--- src/rtl/reg_file_rename.sv ---
// Architectural register file with per-register rename tags.
// Commits and renames come from the ROB. Operand queries are combinational and forward ROB results.
module reg_file_rename #(
  parameter int unsigned ROB_WIDTH_BIT = 5
) (
  input  logic                     clk_in,
  input  logic                     rst_in,
  input  logic                     rdy_in,
  input  logic                     clear_flag,
  input  logic [4:0]               commit_reg_id,
  input  logic [31:0]              commit_val,
  input  logic [ROB_WIDTH_BIT-1:0] commit_rob_id,
  input  logic [4:0]               new_reg_id,
  input  logic [ROB_WIDTH_BIT-1:0] new_rob_id,
  input  logic [4:0]               dec_rs1_addr,
  input  logic [4:0]               dec_rs2_addr,
  output logic [ROB_WIDTH_BIT-1:0] rob_rs1_id,
  input  logic                     rob_rs1_ready,
  input  logic [31:0]              rob_rs1_val,
  output logic [ROB_WIDTH_BIT-1:0] rob_rs2_id,
  input  logic                     rob_rs2_ready,
  input  logic [31:0]              rob_rs2_val,
  output logic                     rs1_ready,
  output logic [31:0]              rs1_val,
  output logic [ROB_WIDTH_BIT-1:0] rs1_tag,
  output logic                     rs2_ready,
  output logic [31:0]              rs2_val,
  output logic [ROB_WIDTH_BIT-1:0] rs2_tag
);

  typedef struct packed {
    logic                     ready;
    logic [31:0]              val;
    logic [ROB_WIDTH_BIT-1:0] tag;
  } query_t;

  logic [31:0]              r_val [32];
  logic [ROB_WIDTH_BIT-1:0] r_tag [32];
  logic [31:0]              r_busy;

  logic   w_commit_en;
  logic   w_rename_en;
  logic   w_commit_clr;
  logic   w_bypass_ok;
  query_t w_q1;
  query_t w_q2;

  assign w_commit_en = (commit_reg_id != 5'd0);
  assign w_rename_en = (new_reg_id != 5'd0);
  // A stale tag, or a same-cycle rename of the same rd, must leave the register busy.
  assign w_commit_clr = w_commit_en && (r_tag[commit_reg_id] == commit_rob_id) &&
                        (commit_reg_id != new_reg_id);
  assign w_bypass_ok = w_commit_en && !clear_flag && rdy_in;

  always_ff @(posedge clk_in) begin
    if (rst_in) begin
      for (int i = 0; i < 32; i++) begin
        r_val[i] <= '0;
        r_tag[i] <= '0;
      end
      r_busy <= '0;
    end else if (rdy_in) begin
      if (clear_flag) begin
        for (int i = 0; i < 32; i++) begin
          r_tag[i] <= '0;
        end
        r_busy <= '0;
      end else begin
        if (w_commit_en) begin
          r_val[commit_reg_id] <= commit_val;
          if (w_commit_clr) begin
            r_busy[commit_reg_id] <= 1'b0;
          end
        end
        if (w_rename_en) begin
          r_busy[new_reg_id] <= 1'b1;
          r_tag[new_reg_id]  <= new_rob_id;
        end
      end
    end
  end

  function automatic query_t lookup(
    input logic [4:0]               addr,
    input logic                     busy,
    input logic [ROB_WIDTH_BIT-1:0] tag,
    input logic [31:0]              val,
    input logic                     fwd_ready,
    input logic [31:0]              fwd_val
  );
    query_t q;
    q = '0;
    if (addr == 5'd0 || !busy) begin
      q.ready = 1'b1;
      q.val   = (addr == 5'd0) ? 32'd0 : val;
    end else if (w_bypass_ok && commit_reg_id == addr && commit_rob_id == tag) begin
      q.ready = 1'b1;
      q.val   = commit_val;
    end else if (fwd_ready) begin
      q.ready = 1'b1;
      q.val   = fwd_val;
    end else begin
      q.tag = tag;
    end
    return q;
  endfunction

  always_comb begin
    w_q1 = lookup(dec_rs1_addr, r_busy[dec_rs1_addr], r_tag[dec_rs1_addr],
                  r_val[dec_rs1_addr], rob_rs1_ready, rob_rs1_val);
    w_q2 = lookup(dec_rs2_addr, r_busy[dec_rs2_addr], r_tag[dec_rs2_addr],
                  r_val[dec_rs2_addr], rob_rs2_ready, rob_rs2_val);
  end

  assign rob_rs1_id = r_busy[dec_rs1_addr] ? r_tag[dec_rs1_addr] : '0;
  assign rob_rs2_id = r_busy[dec_rs2_addr] ? r_tag[dec_rs2_addr] : '0;

  assign rs1_ready = w_q1.ready;
  assign rs1_val   = w_q1.val;
  assign rs1_tag   = w_q1.tag;
  assign rs2_ready = w_q2.ready;
  assign rs2_val   = w_q2.val;
  assign rs2_tag   = w_q2.tag;

endmodule

--- config.mk ---
export PLATFORM = sky130hd
export DESIGN_NAME = reg_file_rename
export DESIGN_NICKNAME = d
export VERILOG_FILES = /design/src/rtl/reg_file_rename.sv
export SDC_FILE = /design/constraint.sdc
export NUM_CORES = 2
export LEC_CHECK = 0
export ABC_AREA = 1
export CORE_UTILIZATION = 25
export CTS_CLUSTER_SIZE = 28
export DETAILED_ROUTE_END_ITERATION = 10
export REMOVE_ABC_BUFFERS = 1
export SLEW_MARGIN = 20
export SYNTH_ARGS = -nofsm -noshare
export SYNTH_HDL_FRONTEND = slang
export SYNTH_SLANG_ARGS = --single-unit
--- constraint.sdc ---
create_clock -name clk_in -period 3.8 [get_ports clk_in]
set_clock_uncertainty 0.1 [all_clocks]
set_input_delay 0.95 -clock clk_in [delete_from_list [all_inputs] [get_ports clk_in]]
set_output_delay 0.95 -clock clk_in [all_outputs]
set_load 0.05 [all_outputs]
==> metrics.cfg <==
[worst_setup_path]
path_buf_inv=7
cp-start-kind=primary input
worstReg2RegEnd=r_busy[12]
crit_path_frequent_cell=buf_12
slowest_delay_ns=0.20
regToRegStartpoint=r_tag[27][3]
worstSetupEndpointType=output pin
cp_slowest_cell=buf_12
cp.arrival_ns=3.54
r2r_cells=17
cp_max_fo=8
crit_family=simple AND/OR/NAND/NOR gates
critPathKind=primary input to output pin
cp_cell_sequence=buf_16 > buf_12 > buf_12 > nand2_1 > nand3_1 > nand3_1 > nand2_2 > nand2_2 > nand3_2 > nand2_2 > nand2_1 > nand2_1 > nor2_2 > nand3_4 > buf_12 > nand2_8 > buf_16 > buf_12 > nand2_4 > o21ai_4 > buf_12
r2r_setup_slack_ns=1.18
cp_data_required_time_ns=2.75

[pwr]
total_power_mw=37.16
leakagePower_nw=33.17
ir_worst_vdd_v=0.0003456
powerDensity_nw_per_um2=415.6

[yosys]
synth-seq-area-share_pct=53.02
synth_top_cell_by_area=edfxtp_1
syn-instance-count=8270
ys_warn_count=0
synthTopCellsByArea=edfxtp_1 (52%), nor2_1 (13%), o21ai_0 (8.4%), nand2_1 (6.1%), nand3_1 (5.0%)
synthDistinctLibCells=34
synth_top_area_share_pct=52.08
ys_seq_elements=1216
synth_area_um2=68260
synth_area_per_cell_um2=8.254

[cells_and_area]
utilization_pct=32.96
syn2layout_area_growth_pct=30.97
stdcell_area_um2=89400
layout-drive-gt1-share_pct=16.82
nNetsFinal=8761
fillCellCount=27490

[worst_hold_path]
holdCritStartpoint=r_busy[0]
hold_path_class=flop to flop
worstHoldPathCells=2
min_to=r_busy[0]

[timing]
fin_crit_sh_pct=120.8
rsz0062_at_grt=yes
drv_slew=0
setup_viol=86
max_slew_margin_pct=40.26
hold_violations=0
clock.fmax_mhz=217.8
max_slew.worst_pin.slew_ns=0.8961
setup_ws_ns=-0.7903
period_minus_slack_ns=4.590

[clocking]
cts_buffers=138
cts_sinks=1216
h-tree-depth=4
clk_pin_slew_ns=0.06
clk_latency_ns=0.83
clk_path_buf_depth=3
tritoncts=done
cts-root-buf=clkbuf_16

[place]
post_dp_cell_area_um2=80270
hpwl_um=203500
place_ws_ns=-1.058
place_congestion=0.9729
port_buffers=217

[die]
die_area_um2=275100
die_h_um=524.5
rows=191
io_pins=218
coreArea_um2=271200
initial_core_util_pct=25.17
die_w_um=524.5

[job]
max_cap_violations=0

[routing]
first_pass_iters=7
viasPerCell=5.765
drt_wl_total_um=339600
drc=0
antenna_left=0
via_count=70960
drtIter0Drc=13200
drt-wirelength-per-cell_um=27.59

[global_route]
grt_overflow=0
track_usage_pct=22.67
grt_pass1_vias=64410
antenna_found_initial=13
grt_pass1_wl_um=459500
grt_max_degree=106

[status]
status=finished, violations left
violations=negative setup slack

==> cells in the mapped netlist (all sizes together) <==
library cell and count:
a21oi 87, a31oi 10, a32o 18, and2 2, buf 215, clkbuf 605, clkinv 5, conb 1
dfxtp 32, edfxtp 1184, inv 128, nand2 1115, nand3 678, nand4 122, nor2 2312, nor3 14
nor4 1, o211ai 17, o21a 2, o21ai 1210, o221ai 384, o22ai 113, o311ai 2, or2 2
xnor2 2, xor2 9
==> flip-flops by register name (all words and copies together), names as in the netlist <==
name and count:
r_tag 160, r_busy 32, r_val 1024
==> where the power goes <==
group	switching, mW	internal [mW]	leakage, nW	total [mW]
Combinational	4.85	2.73	19.4	7.58
Sequential	0.457	15.4	11.6	15.9
Clock	6.01	7.68	2.17	13.7
Total	11.3	25.8	33.2	37.2
==> timing repair <==
item	4_1_cts	5_1_grt
setup buffers	19	38
pin swaps	25	123
setup endpoints to repair	86	86
hold buffers	0	0
gates resized for setup	252	401
cloned	20	41
==> worst reg2reg max path: stages, from the launching register on <==
cell	delay, ns
edfxtp_1	0.44
nand2_1	0.09
o21ai_0	0.12
nand2_1	0.10
nand2_1	0.12
nand2_1	0.11
nand2_1	0.07
nor2_1	0.20
nand2_1	0.08
nand2_1	0.06
nand2_1	0.08
nor2_4	0.21
nand3_2	0.13
buf_12	0.18
o21ai_0	0.17
o21ai_0	0.11
nand2_1	0.08
nand2_1	0.05
==> area by class of cell <==
| type | count | area (um^2) | share of cell area, % |
|---|---|---|---|
| inverter | 133 | 639.4 | 0.7151 |
| sequential | 1216 | 36190 | 40.48 |
| multi-input combinational | 6137 | 30200 | 33.78 |
| timing repair inverter | 7 | 102.6 | 0.1148 |
| tap | 3570 | 4467 | 4.996 |
| timing repair buffer | 996 | 13300 | 14.87 |
| clock buffer | 167 | 3583 | 4.008 |
| antenna | 2 | 5.005 | 0.005598 |
| clock inverter | 80 | 910.9 | 1.019 |
==> stage by stage <==
| step | hold slack [ns] | TNS [ns] | cells |
|---|---|---|---|
| finish | 0.3743 | -51.38 | 12310 |
| detailed placement | 0.3660 | -68.12 | 11950 |
| floorplan | 0.3223 | -5093.82 | 7486 |
| global placement | 0.3645 | -68.26 | 11950 |
| global route | 0.4184 | -53.24 | 12310 |
| CTS | 0.3759 | -50.14 | 12230 |
==> cell usage in the layout, fill, tap and decap left out, types with 32 or more instances in the layout <==
cell type / count
inv_1: 115
nand2_1: 977
nand4_1: 122
a21oi_1: 82
clkbuf_16: 172
o21ai_0: 1099
o21ai_1: 70
conb_1: 37
o22ai_1: 112
nand3_1: 537
clkdlybuf4s50_1: 113
buf_12: 277
buf_6: 51
edfxtp_1: 1184
nand3_2: 134
nand2_2: 109
dfxtp_1: 32
buf_4: 441
buf_16: 53
o221ai_1: 382
nor2_1: 2272
==> how the worst max path moves through the flow <==
stage,slack [ns],endpoint,depth (start not counted),start
final,-0.79,rs1_val[18],21,dec_rs1_addr[0]
after floorplan,-6.78,rs1_tag[0],7,dec_rs1_addr[0]
after global routing,-0.79,rs1_val[27],21,dec_rs1_addr[0]
after detailed placement,-1.06,rs2_val[11],15,dec_rs2_addr[1]
after global placement,-1.06,rs2_val[11],15,dec_rs2_addr[1]
after CTS,-0.77,rs2_val[11],19,dec_rs2_addr[0]
==> logic make-up after synthesis <==
| group | Yosys count | share of synthesized area (%) |
|---|---|---|
| AND/OR/NAND/NOR | 4246 | 25.13 |
| buffers and inverters | 953 | 5.634 |
| AO/OA/AOI/OAI | 1843 | 16.06 |
| flip-flops | 1216 | 53.02 |
| XOR/XNOR | 11 | 0.1411 |
| other | 1 | 0.005494 |
==> layer usage <==
metal | GRT usage [%] | share of wire [%] | up-vias | wire, um
met5 | 0 | 0.064 | - | 216
met4 | 12.11 | 6.6 | 20 | 22240
met3 | 7.719 | 16 | 1333 | 55960
met2 | 33.21 | 41 | 6354 | 140000
met1 | 29.21 | 36 | 33510 | 121200
li1 | - | - | 29750 | -
Note: power is estimated with default switching activity, not from simulation.
